===== src/rtl/alu_pkg.sv =====
// rtl/alu_pkg.sv - opcode map, status bit positions and sequencer state encoding
package alu_pkg;

  localparam int OPW = 5;

  localparam logic [OPW-1:0] OP_NOP  = 5'h00;
  localparam logic [OPW-1:0] OP_NOT  = 5'h01;
  localparam logic [OPW-1:0] OP_AND  = 5'h02;
  localparam logic [OPW-1:0] OP_OR   = 5'h03;
  localparam logic [OPW-1:0] OP_XOR  = 5'h04;
  localparam logic [OPW-1:0] OP_INC  = 5'h05;
  localparam logic [OPW-1:0] OP_DEC  = 5'h06;
  localparam logic [OPW-1:0] OP_SHR  = 5'h07;
  localparam logic [OPW-1:0] OP_SHL  = 5'h08;
  localparam logic [OPW-1:0] OP_ADD  = 5'h09;
  localparam logic [OPW-1:0] OP_ADC  = 5'h0A;
  localparam logic [OPW-1:0] OP_SUB  = 5'h0B;
  localparam logic [OPW-1:0] OP_SBC  = 5'h0C;
  localparam logic [OPW-1:0] OP_EQ   = 5'h0D;
  localparam logic [OPW-1:0] OP_GT   = 5'h0E;
  localparam logic [OPW-1:0] OP_LT   = 5'h0F;
  localparam logic [OPW-1:0] OP_GE   = 5'h10;
  localparam logic [OPW-1:0] OP_LE   = 5'h11;
  localparam logic [OPW-1:0] OP_ROR  = 5'h12;
  localparam logic [OPW-1:0] OP_ROL  = 5'h13;
  localparam logic [OPW-1:0] OP_SWAP = 5'h14;
  localparam logic [OPW-1:0] OP_LSR  = 5'h15;
  localparam logic [OPW-1:0] OP_XSR  = 5'h16;
  localparam logic [OPW-1:0] OP_JMP  = 5'h17;
  localparam logic [OPW-1:0] OP_JZ   = 5'h18;
  localparam logic [OPW-1:0] OP_JS   = 5'h19;
  localparam logic [OPW-1:0] OP_JZS  = 5'h1A;
  localparam logic [OPW-1:0] OP_TRAP = 5'h1F;

  // status word is {C,S,Z}
  localparam int ST_Z = 0;
  localparam int ST_S = 1;
  localparam int ST_C = 2;

  typedef enum logic [2:0] {
    S_IDLE  = 3'd0,
    S_EXEC  = 3'd1,
    S_RESP0 = 3'd2,
    S_RESP1 = 3'd3,
    S_TRAP  = 3'd4
  } state_t;

  function automatic logic is_alu_op(input logic [OPW-1:0] op);
    return (op >= OP_NOT) && (op <= OP_SWAP);
  endfunction

  // which of {C,S,Z} an ALU op is allowed to overwrite
  function automatic logic [2:0] status_mask(input logic [OPW-1:0] op);
    logic [2:0] m;
    case (op)
      OP_NOT, OP_AND, OP_OR, OP_XOR,
      OP_INC, OP_DEC, OP_EQ:            m = 3'b001;
      OP_SHR, OP_SHL:                   m = 3'b101;
      OP_ADD, OP_ADC, OP_SUB, OP_SBC:   m = 3'b111;
      OP_GT, OP_LT:                     m = 3'b010;
      OP_GE, OP_LE:                     m = 3'b011;
      default:                          m = 3'b000;
    endcase
    return m;
  endfunction

endpackage


===== src/rtl/alu_status_reg.sv =====
// rtl/alu_status_reg.sv - {C,S,Z} status flops with per-opcode update mask
module alu_status_reg
  import alu_pkg::*;
(
  input  logic           clk,
  input  logic           rst_n,
  input  logic           exec_en,
  input  logic [OPW-1:0] exec_op,
  input  logic [2:0]     flags,
  input  logic           load_en,
  input  logic           xor_en,
  input  logic [2:0]     src,
  output logic [2:0]     status
);

  logic [2:0] mask;

  assign mask = status_mask(exec_op);

  // EXEC and flow ops are never active in the same cycle; EXEC is listed first anyway
  always_ff @(posedge clk or negedge rst_n) begin
    if (!rst_n) begin
      status <= 3'b000;
    end else if (exec_en) begin
      status <= (status & ~mask) | (flags & mask);
    end else if (load_en) begin
      status <= src;
    end else if (xor_en) begin
      status <= status ^ src;
    end
  end

endmodule


===== src/rtl/alu_sequencer.sv =====
// rtl/alu_sequencer.sv - issue controller for the 20-bit ALU: operand registers, status, result port
module alu_sequencer
  import alu_pkg::*;
#(
  parameter int WIDTH = 20,
  parameter int HALF  = 10
) (
  input  logic             clk,
  input  logic             rst_n,
  input  logic             in_valid,
  output logic             in_ready,
  input  logic [OPW-1:0]   in_op,
  input  logic             in_mode,
  input  logic [WIDTH-1:0] in_a,
  input  logic [WIDTH-1:0] in_b,
  output logic [OPW-1:0]   alu_op,
  output logic             alu_mode,
  output logic [WIDTH-1:0] alu_a,
  output logic [WIDTH-1:0] alu_b,
  output logic             alu_cin,
  input  logic [WIDTH-1:0] alu_c,
  input  logic [WIDTH-1:0] alu_c2,
  input  logic [2:0]       alu_flags,
  output logic             out_valid,
  input  logic             out_ready,
  output logic [WIDTH-1:0] out_data,
  output logic             out_last,
  output logic [2:0]       status,
  output logic             jmp_taken,
  output logic             trap
);

  localparam logic [WIDTH-1:0] HALF_MASK = {{(WIDTH-HALF){1'b0}}, {HALF{1'b1}}};

  state_t           state;
  state_t           state_nxt;
  logic             ready_en;
  logic             accept;
  logic             jump_hit;
  logic [WIDTH-1:0] res_c;
  logic [WIDTH-1:0] res_c2;
  logic [WIDTH-1:0] keep;

  assign accept  = in_valid && in_ready;
  assign alu_cin = status[ST_C];
  assign keep    = alu_mode ? {WIDTH{1'b1}} : HALF_MASK;

  always_comb begin
    jump_hit = 1'b0;
    case (in_op)
      OP_JMP:  jump_hit = 1'b1;
      OP_JZ:   jump_hit = status[ST_Z];
      OP_JS:   jump_hit = status[ST_S];
      OP_JZS:  jump_hit = status[ST_Z] | status[ST_S];
      default: jump_hit = 1'b0;
    endcase
  end

  always_ff @(posedge clk or negedge rst_n) begin
    if (!rst_n) begin
      state <= S_IDLE;
    end else begin
      state <= state_nxt;
    end
  end

  // ready_en holds in_ready low for the first cycle after reset release
  always_ff @(posedge clk or negedge rst_n) begin
    if (!rst_n) begin
      ready_en  <= 1'b0;
      jmp_taken <= 1'b0;
      alu_op    <= '0;
      alu_mode  <= 1'b0;
      alu_a     <= '0;
      alu_b     <= '0;
      res_c     <= '0;
      res_c2    <= '0;
    end else begin
      ready_en  <= 1'b1;
      jmp_taken <= accept && jump_hit;
      if (accept) begin
        alu_op   <= in_op;
        alu_mode <= in_mode;
        alu_a    <= in_a;
        alu_b    <= in_b;
      end
      if (state == S_EXEC) begin
        res_c  <= alu_c;
        res_c2 <= alu_c2;
      end
    end
  end

  always_comb begin
    state_nxt = state;
    in_ready  = 1'b0;
    out_valid = 1'b0;
    out_last  = 1'b0;
    out_data  = '0;
    trap      = 1'b0;
    case (state)
      S_IDLE: begin
        in_ready = ready_en;
        if (in_valid && ready_en) begin
          if (in_op == OP_TRAP) begin
            state_nxt = S_TRAP;
          end else if (is_alu_op(in_op)) begin
            state_nxt = S_EXEC;
          end
        end
      end
      S_EXEC: begin
        state_nxt = S_RESP0;
      end
      S_RESP0: begin
        out_valid = 1'b1;
        out_last  = (alu_op != OP_SWAP);
        out_data  = res_c & keep;
        if (out_ready) begin
          state_nxt = (alu_op == OP_SWAP) ? S_RESP1 : S_IDLE;
        end
      end
      S_RESP1: begin
        out_valid = 1'b1;
        out_last  = 1'b1;
        out_data  = res_c2 & keep;
        if (out_ready) begin
          state_nxt = S_IDLE;
        end
      end
      S_TRAP: begin
        trap = 1'b1;
      end
      default: begin
        state_nxt = S_IDLE;
      end
    endcase
  end

  alu_status_reg u_status (
    .clk     (clk),
    .rst_n   (rst_n),
    .exec_en (state == S_EXEC),
    .exec_op (alu_op),
    .flags   (alu_flags),
    .load_en (accept && (in_op == OP_LSR)),
    .xor_en  (accept && (in_op == OP_XSR)),
    .src     (in_a[2:0]),
    .status  (status)
  );

endmodule


===== config.mk =====
export PLATFORM = sky130hd
export DESIGN_NAME = alu_sequencer
export DESIGN_NICKNAME = d
export VERILOG_FILES = /design/src/rtl/alu_pkg.sv /design/src/rtl/alu_status_reg.sv /design/src/rtl/alu_sequencer.sv
export SDC_FILE = /design/constraint.sdc
export NUM_CORES = 1
export LEC_CHECK = 0
export ABC_CLOCK_PERIOD_IN_PS = 3900
export BUFFER_PORTS_ARGS = -buffer_cell sky130_fd_sc_hd__buf_2
export CORE_UTILIZATION = 50
export CTS_BUF_LIST = sky130_fd_sc_hd__clkbuf_4 sky130_fd_sc_hd__clkbuf_8
export CTS_CLUSTER_DIAMETER = 30
export CTS_CLUSTER_SIZE = 16
export DETAILED_ROUTE_END_ITERATION = 8
export PLACE_DENSITY = 0.81
export SLEW_MARGIN = 40
export SYNTH_ARGS = -nofsm -noshare
export SYNTH_HDL_FRONTEND = slang
export SYNTH_HIERARCHICAL = 1
export SYNTH_SLANG_ARGS = --single-unit
export TNS_END_PERCENT = 30

===== constraint.sdc =====
create_clock -name clk -period 3.9 [get_ports clk]
set_input_delay 0.78 -clock clk [delete_from_list [all_inputs] [get_ports clk]]
set_output_delay 0.78 -clock clk [all_outputs]
set_load 0.02 [all_outputs]

==> results of run 1 <==
[sequential cells by signal, indices dropped and copies added, names as in the netlist, named ones only]
| signal | cells |
|---|---|
| alu_a | 20 |
| alu_b | 20 |
| alu_mode | 1 |
| alu_op | 5 |
| jmp_taken | 1 |
| ready_en | 1 |
| res_c | 20 |
| res_c2 | 20 |
| state | 3 |
[per-layer routing]
| layer | wire length, µm | track usage | up-vias |
|---|---|---|---|
| li1 | - | - | 1450 |
| met1 | 4040 | 0.264 | 1528 |
| met2 | 4520 | 0.354 | 144 |
| met3 | 833 | 0.0574 | 14 |
| met4 | 142 | 0.0796 | 2 |
| met5 | 13 | 0 | - |
[cell type report]
type / instances / area (µm²) / share of cell area
flip-flops and latches: 94 / 2350 / 0.430
multi-input cells: 199 / 1900 / 0.347
repair buffers: 171 / 897 / 0.164
clock buffers: 11 / 145 / 0.0265
well taps: 105 / 131 / 0.0240
clock inverters: 5 / 33.8 / 0.00617
inverters: 4 / 15.0 / 0.00274
[stage by stage]
stage / instances / instance area [µm²]
after floorplan: 312 / 4360
after global placement: 572 / 5270
after detailed placement: 572 / 5270
after CTS: 588 / 5450
after global routing: 589 / 5480
final: 589 / 5480
[report_power, final]
| group | leakage (nW) | switching [mW] | internal [mW] |
|---|---|---|---|
| Combinational | 1.55 | 1.15 | 1.09 |
| Clock | 0.0891 | 0.332 | 0.257 |
| Sequential | 1.12 | 0.333 | 1.46 |
[worst max-delay path, delay by kind of cell (launching register included)]
kind	cells	cell delay [ns]
AND/OR/NAND/NOR	3	0.92
flip-flops	1	0.53
buffers and inverters	2	0.30
[Yosys cell counts, types with 2 or more instances]
master      n
buf_6       4
nor2b_1     2
buf_2       7
and3_1      2
nor4_1      2
mux2_4     39
a31oi_1     2
a41oi_1     3
clkbuf_1    2
o21ai_0     4
mux2i_1    22
buf_4       2
and3b_1     3
nand2b_1    6
a21oi_1     7
inv_1       4
nor2_1     24
nand2_1     7
dfrtp_1    94
nand3b_1    2
a2111oi_0   2
and2_1      2
nor3_1      3
mux2_2     46
nor4b_1     2
[kinds of logic (layout without fill, tap and decap cells)]
family | Yosys count | count (layout) | share of synthesized area
compound gates | 26 | 26 | 0.0416
buf+inv | 19 | 191 | 0.0270
flops | 94 | 94 | 0.540
mux | 107 | 107 | 0.304
other cells | 1 | 1 | 0.000860
simple gates | 65 | 65 | 0.0873
[cells in the final DEF (no fill, tap or decap), types with 4 or more instances in the layout]
master      n
a21oi_1     7
buf_2     166
clkbuf_8   10
dfrtp_1    94
inv_1       4
mux2_2     46
mux2_4     39
mux2i_1    22
nand2_1     7
nand2b_1    6
nor2_1     24
o21ai_0     4
[worst max-delay path by stage]
| stage | from | to | depth (start not counted) |
|---|---|---|---|
| floorplan | in_op[0] | flop | 6 |
| global placement | in_valid | flop | 7 |
| detailed placement | in_valid | flop | 7 |
| CTS | state[2] | out_data[16] | 5 |
| global route | state[1] | out_data[17] | 5 |
| finish | state[2] | out_data[17] | 5 |
==> out/metrics.cfg, run 1 <==
[run_status]
status=completed

[final_layout]
area_growth_pct=25.6
drive_gt1_frac=0.576
fin_util=0.656
n_fill_cell=653
final_nets=572
diodes=0

[routing]
antenna_left=0
drc=0
dr.pass1.iters=4
wl_per_cell_um=16.2
viasPerCell=5.33
drt_iter0_drc=119
dr_total_vias=3138
drt-total-wl_um=9540

[clock_network]
holdBufCountCts=0
clk_latency_ns=0.36
root_buffer=clkbuf_8
cts_max_level=3
cts_buffer_depth=2
cts_buffers=9
cts_tree=yes
postCtsSetupRepairBufs=0
cts_sinks=94
path_clk_slew_ns=0.10
ctsResizeCount=0

[floorplanning]
ioPinCount=168
core_um2=8340
chipHeight_um=95.4
num_rows=33
die_w_um=95.4
die-area_um2=9100
start_util=0.523

[sta]
slew_viol_final=0
worstMarginPinSlew_ns=0.714
fin_setup_tns_ns=0
fin_skew_ns=0.0112
relSlewSlack=0.524
max_freq_ghz=0.346
setup_viol=0
finalHoldViolations=0
final.setup.worst_slack_ns=1.01
final.min_clock_period_ns=2.89
min_period_over_period=0.741
rsz0062_at_grt=no
holdWs_ns=0.439

[logic_synthesis]
yosysWarnings=6
synthArstFlopShare=1.00
yosysSeqAreaShare=0.540
synth_ff_type=dfrtp_1
syn_area_per_cell_um2=14.0
ys_types=44
syn_area_um2=4360
synthTopCellsByArea=dfrtp_1 54%, mux2_4 13%, mux2_2 12%
ys_ff_latch=94
syn_inst=312
synth_top_area_cell=dfrtp_1
syn_nets=405
synth-edff-count=0
synth_top_area_frac=0.540

[hold_path]
hp-class=in -> async

[worst_setup_path]
worstPathMaxFanout=12
rr_worst_depth=7
critPathCaptureType=primary output
crit_chain=nand2b_1 > inv_1 > nand2_1 > nor2_1 > buf_2
critPathMaxStageDelay_ns=0.53
ff2ff_setup_slack_ns=1.35
worstSetupStartpointType=flop
critPathKind=reg -> out
rr_startpoint=state[1]
critPathRequiredTime_ns=3.12
crit_slowest_cell=dfrtp_1
cp.arrival_ns=2.11

[global_route]
grt_usage=0.212
grt_max_degree=81
grt_pass1_vias=3066
globalRouteOverflowTotal=0
grt_pass1_wl_um=14700
antenna_found_initial=1

[placed_design]
dp_hpwl_um=6750
routabilityCongestion=0.790
portBuffers=167
dp_slack_ns=1.18

[power_and_ir_drop]
p_per_area_nw_per_um2=843
p_total_mw=4.61
cellLeakagePower_nw=2.76
ir_drop_mv=0.386

[job]
cap_violations=0

(Power assumes the default switching activity.)
==> run 2: changes to the inputs <==
--- a/config.mk
+++ b/config.mk
@@ -5,7 +5,7 @@
 export SDC_FILE = /design/constraint.sdc
 export NUM_CORES = 1
 export LEC_CHECK = 0
-export ABC_CLOCK_PERIOD_IN_PS = 3900
+export ABC_CLOCK_PERIOD_IN_PS = 3000
 export BUFFER_PORTS_ARGS = -buffer_cell sky130_fd_sc_hd__buf_2
 export CORE_UTILIZATION = 50
 export CTS_BUF_LIST = sky130_fd_sc_hd__clkbuf_4 sky130_fd_sc_hd__clkbuf_8
==> constraint.sdc (replaced) <==
create_clock -name clk -period 3 [get_ports clk]
set_input_delay 0.6 -clock clk [delete_from_list [all_inputs] [get_ports clk]]
set_output_delay 0.6 -clock clk [all_outputs]
set_load 0.02 [all_outputs]
==> run 2 against run 1 <==
Total power grew 30%. Combinational power grew 29%. Global-route usage shrank 0.22 points. Sequential share of layout area shrank 0.088 points. Critical path depth is the same. Clock skew grew 0.0047 ns. Clock-buffer cell count grew 1. Register-to-register slack lost 0.87 ns. Utilization grew 0.13 points. Setup slack lost 0.73 ns. Non-clock buffer count grew 3. Via count shrank 1.3%. Largest cell class unchanged.
==> out/metrics.cfg, run 2 (synthesis gave the netlist of run 1 again) <==
[placed_design]
dp_hpwl_um=6610  ; -2.1%
portBuffers=167  ; unchanged
routabilityCongestion=0.853  ; +8.1%
dp_slack_ns=0.527  ; -0.658 ns

[sta]
fin_skew_ns=0.0159  ; +0.00466 ns
finalHoldViolations=0  ; unchanged
worstMarginPinSlew_ns=0.642  ; -0.0717 ns
setup_viol=0  ; unchanged
final.min_clock_period_ns=2.72
fin_setup_tns_ns=0  ; unchanged
final.setup.worst_slack_ns=0.283  ; -0.728 ns
slew_viol_final=0  ; unchanged
relSlewSlack=0.572  ; +0.0478
min_period_over_period=0.906
max_freq_ghz=0.368
rsz0062_at_grt=no

[routing]
drt-total-wl_um=9290  ; -2.7%
dr_total_vias=3098  ; -1.3%
antenna_left=0  ; unchanged
dr.pass1.iters=4  ; unchanged
viasPerCell=5.23  ; -1.8%
wl_per_cell_um=15.7  ; -3.2%
drc=0  ; unchanged
drt_iter0_drc=83  ; -30%

[final_layout]
drive_gt1_frac=0.577  ; about the same
fin_util=0.658  ; +0.00135
final_cell_mix=166 x buf_2, 94 x dfrtp_1, 46 x mux2_2
area_growth_pct=25.9
final_common_cell=buf_2
diodes=0  ; unchanged
final_nets=575  ; +0.52%

[clock_network]
holdBufCountCts=0  ; unchanged
cts_sinks=94  ; unchanged
clk_latency_ns=0.35  ; about the same
path_clk_slew_ns=0.10  ; about the same
cts_tree=yes
cts_buffer_depth=2  ; unchanged
cts_max_level=3  ; unchanged
ctsResizeCount=0  ; unchanged
root_buffer=clkbuf_8
postCtsSetupRepairBufs=0  ; unchanged
cts_buffers=9  ; unchanged

[worst_setup_path]
worstSetupStartpointType=flop
worstPathMaxFanout=12  ; unchanged
critPathKind=reg -> out
critPathCaptureType=primary output
critPathRequiredTime_ns=2.40  ; -0.72 ns
cp.arrival_ns=2.12  ; about the same

[hold_path]
hp-class=in -> async

[run_status]
status=completed

[power_and_ir_drop]
p_per_area_nw_per_um2=1090  ; +29%
seq_power_share=0.387  ; about the same
clkPwrFrac=0.132  ; +0.004
p_comb_frac=0.480  ; -0.004
p_int_mw=3.66  ; +31%
cellLeakagePower_nw=2.77  ; +0.29%
switching_share=0.389  ; -0.00384
power.switching_mw=2.33  ; +28%
ir_drop_mv=0.496  ; +28%

[floorplanning]
start_util=0.523  ; unchanged
die-area_um2=9100  ; unchanged
die_w_um=95.4  ; unchanged
core_um2=8340  ; unchanged
chipHeight_um=95.4  ; unchanged
ioPinCount=168  ; unchanged
num_rows=33  ; unchanged

[global_route]
grt_pass1_wl_um=14600  ; -0.94%
grt_pass1_vias=3058  ; -0.26%
grt_max_degree=50  ; -38%
grt_usage=0.210  ; -0.00220
antenna_found_initial=1  ; unchanged
globalRouteOverflowTotal=0  ; unchanged

[job]
cap_violations=0  ; unchanged

## run 2: power groups by stage
stage / combinational, mW / clock (mW) / sequential [mW]
after floorplan: 1.72 / 0 / 2.66
after global placement: 2.85 / 0 / 2.29
after detailed placement: 2.89 / 0 / 2.34
after CTS: 2.90 / 0.822 / 2.32
after global routing: 3.11 / 0.880 / 2.41
final: 2.88 / 0.793 / 2.32
## run 2: layer usage
layer,up-vias,GRT usage,share of wire
li1,1458,-,-
met4,2,0.0560,0.011
met3,9,0.0678,0.092
met1,1485,0.270,0.43
met5,-,0,0.0014
met2,144,0.342,0.46
## run 2: worst max-delay path: stages, from the launching register on
cell and delay (ns):
dfrtp_1 0.53, nand2b_1 0.57, inv_1 0.13, nand2_1 0.29
nor2_1 0.10, buf_2 0.17
## run 2: worst paths after layout
check | start | endpoint | slack [ns] | cells after the start
setup / recovery | state[2] | out_data[16] | 0.28 | 5
hold / removal | rst_n | res_c2[5] | 0.24 | 1
setup reg to reg | state[1] | flop | 0.48 | 7
hold reg to reg | alu_a[15] | alu_a[15] | 0.51 | 1
max in group asynchronous | rst_n | res_c2[12] | 2.10 | 2
min in group clk | in_b[18] | alu_b[18] | 0.47 | 2
## run 2: cell type report
cell class / instances / area [µm²]
clock buffers: 12 / 159
multi-input cells: 199 / 1890
repair buffers: 174 / 903
inverters: 4 / 15.0
flip-flops and latches: 94 / 2350
well taps: 105 / 131
clock inverters: 4 / 31.3
fillers: 639 / 2850
## run 2: metrics by stage
stage / hold WS, ns / power (mW) / std cells / area, µm²
floorplan: 0.304 / 4.38 / 312 / 4360
global placement: 0.483 / 5.15 / 576 / 5300
detailed placement: 0.486 / 5.23 / 576 / 5300
CTS: 0.253 / 6.04 / 592 / 5490
global route: 0.269 / 6.41 / 592 / 5490
finish: 0.237 / 5.99 / 592 / 5490
==> run 3: changes to the inputs <==
--- a/config.mk
+++ b/config.mk
@@ -5,6 +5,7 @@
 export SDC_FILE = /design/constraint.sdc
 export NUM_CORES = 1
 export LEC_CHECK = 0
+export ABC_AREA = 1
 export ABC_CLOCK_PERIOD_IN_PS = 3000
 export BUFFER_PORTS_ARGS = -buffer_cell sky130_fd_sc_hd__buf_2
 export CORE_UTILIZATION = 50
@@ -12,7 +13,7 @@
 export CTS_CLUSTER_DIAMETER = 30
 export CTS_CLUSTER_SIZE = 16
 export DETAILED_ROUTE_END_ITERATION = 8
-export PLACE_DENSITY = 0.81
+export PLACE_DENSITY = 0.82
 export SLEW_MARGIN = 40
 export SYNTH_ARGS = -nofsm -noshare
 export SYNTH_HDL_FRONTEND = slang
==> run 3 against run 2 <==
Die area is 1.8% lower. Cell area is 2.0% lower. Non-clock buffer count is 1 lower. Combinational power is 17% lower. Sequential power hardly changed. Setup slack better by 0.11 ns. Register-to-register slack better by 0.54 ns. Total power is 7.1% lower. Global-route usage is 3.5 points higher.
==> out/metrics.cfg, run 3 <==
[logic_synthesis]
synth_top_area_frac=0.550  ; +0.0101
synthArstFlopShare=1.00  ; unchanged
synthTopCellsByCount=291 x nand2_1, 94 x dfrtp_1, 35 x nor2_1, 21 x inv_1, 18 x nand3_1
synth_ff_type=dfrtp_1
yosysWarnings=6  ; unchanged
ys_ff_latch=94  ; unchanged
post-synth-top-count-cell=nand2_1
ys_types=30  ; -32%
syn_inst=539  ; +73%
syn_nets=632  ; +56%
synthTopCellsByArea=dfrtp_1 55%, nand2_1 26%, nor2_1 3.1%
syn_area_um2=4280  ; -1.8%
yosysSeqAreaShare=0.550  ; +0.0101
synth-edff-count=0  ; unchanged
syn_area_per_cell_um2=7.94  ; -43%
synth_top_area_cell=dfrtp_1

[floorplanning]
ioPinCount=168  ; unchanged
start_util=0.518  ; -0.00447
num_rows=33  ; unchanged
chipHeight_um=94.5  ; -0.90%
die-area_um2=8930  ; -1.8%
core_um2=8260  ; -0.99%
die_w_um=94.5  ; -0.90%

[routing]
dr.pass1.iters=7  ; +3
drt_iter0_drc=229  ; +180%
drc=0  ; unchanged
wl_per_cell_um=13.1  ; -17%
drt-total-wl_um=10600  ; +14%
antenna_left=0  ; unchanged
viasPerCell=5.00  ; -4.5%
dr_total_vias=4053  ; +31%

[final_layout]
final_common_cell=nand2_1
final_nets=794  ; +38%
diodes=0  ; unchanged
n_fill_cell=740  ; +16%
drive_gt1_frac=0.289  ; -0.288
final_cell_area_um2=5380  ; -2.0%
area_growth_pct=25.6
final_cell_mix=291 x nand2_1, 166 x buf_2, 94 x dfrtp_1

[clock_network]
cts_sinks=94  ; unchanged
cts_tree=yes
cts_buffers=9  ; unchanged
clk_latency_ns=0.35  ; about the same
cts_max_level=3  ; unchanged
ctsResizeCount=0  ; unchanged
holdBufCountCts=0  ; unchanged
cts_buffer_depth=2  ; unchanged
postCtsSetupRepairBufs=0  ; unchanged
path_clk_slew_ns=0.10  ; about the same
root_buffer=clkbuf_8

[placed_design]
placed_area_um2=5170  ; -2.3%
dp_hpwl_um=7690  ; +16%
portBuffers=167  ; unchanged
routabilityCongestion=0.828  ; -3.0%

[worst_setup_path]
critPathMaxStageDelay_ns=0.57  ; about the same
path_buf_inv=2  ; unchanged
rr_startpoint=state[0]
crit_chain=inv_2 > nand2_1 > nor2_1 > a22o_1 > buf_2
worstSetupStartpointType=flop
worstPathMaxFanout=11  ; -1
crit_slowest_cell=nor2_1
critPathKind=reg -> out
critPathCaptureType=primary output
critPathRequiredTime_ns=2.40  ; about the same
cp-startpoint=state[2]
crit_family=simple AND/OR/NAND/NOR gates
cp.arrival_ns=2.00  ; -0.12 ns

[global_route]
grt_max_degree=53  ; +6.0%
grt_usage=0.245  ; +0.0349
antenna_found_initial=0  ; -1
globalRouteOverflowTotal=0  ; unchanged
grt_pass1_wl_um=17100  ; +18%
grt_pass1_vias=3787  ; +24%

[sta]
final.min_clock_period_ns=2.60  ; -0.115 ns
rsz0062_at_grt=no
worstMarginPinSlew_ns=0.715  ; +0.0730 ns
fin_setup_tns_ns=0  ; unchanged
fin_skew_ns=0.0121  ; -0.00376 ns
slew_viol_final=0  ; unchanged
finalHoldViolations=0  ; unchanged
min_period_over_period=0.867  ; -0.0382
max_freq_ghz=0.384  ; +4.4%
setup_viol=0  ; unchanged
relSlewSlack=0.521  ; -0.0504

[power_and_ir_drop]
p_total_mw=5.56  ; -7.1%
cellLeakagePower_nw=3.17  ; +15%
ir_drop_mv=0.523  ; +5.4%
p_per_area_nw_per_um2=1030  ; -5.2%

[hold_path]
hp-class=in -> async

[job]
cap_violations=0  ; unchanged

[run_status]
status=completed

## run 3: changes by cell type after synthesis, moves of 10 or more
cell,before,now
mux2i_1,22,0
nand2_1,7,291
inv_1,4,21
mux2_2,46,0
nor2_1,24,35
nand3_1,0,18
mux2_4,39,0
a22o_1,0,10
## run 3: cell type report
class                      count  area [µm²]  share of cell area
inverter                      27         101              0.0189
clock inverter                 6        66.3              0.0123
multi-input combinational    396        1690               0.315
clock buffer                  10         138              0.0256
timing repair buffer         173         896               0.167
tap                          105         131              0.0244
sequential                    94        2350               0.438
## run 3: worst reg2reg max path: stages (launching register included)
cell     delay (ns)
dfrtp_1        0.56
inv_2          0.18
nand3_4        0.10
nor2_4         0.11
inv_2          0.11
nor4_4         0.21
inv_1          0.16
a21oi_1        0.17
nor2_1         0.05
nand2_1        0.06
nand2_1        0.05
nand3_1        0.06
nand2_1        0.05
## run 3: logic make-up (layout without fill, tap and decap cells)
kind of cell	count (synthesis)	count (layout)	synth area share
flops	94	94	0.550
other cells	1	1	0.000876
simple gates	367	367	0.351
buf+inv	49	216	0.0550
compound gates	28	28	0.0439
## run 3: path summary, 6_finish.rpt
path | to | slack (ns) | cells past startpoint
max reg2reg | flop | 1.02 | 12
max in group asynchronous | alu_a[12] | 2.04 | 2
min reg2reg | alu_a[19] | 0.48 | 2
min in group clk | res_c[7] | 0.43 | 3
min | res_c2[14] | 0.26 | 1
max | out_data[9] | 0.40 | 5
## run 3: power breakdown
group / internal, mW / total [mW] / leakage [nW] / switching (mW)
clock: 0.413 / 0.866 / 0.107 / 0.453
sequential: 1.88 / 2.30 / 1.17 / 0.422
combinational: 0.805 / 2.39 / 1.90 / 1.59
## run 3: per-stage QoR
stage | cells | setup slack [ns] | hold slack [ns] | utilization
floorplan | 539 | 0.966 | 0.304 | -
global placement | 795 | 0.841 | 0.450 | 0.626
detailed placement | 795 | 0.771 | 0.454 | 0.626
CTS | 811 | 0.378 | 0.281 | 0.651
global route | 811 | 0.248 | 0.321 | 0.651
finish | 811 | 0.398 | 0.265 | 0.651
## run 3: metal layers
metal	routed length, µm	share of wire	track usage
met1	4350	0.41	0.301
met2	5560	0.52	0.437
met3	518	0.049	0.0338
met4	165	0.016	0.0934
met5	0	0	0
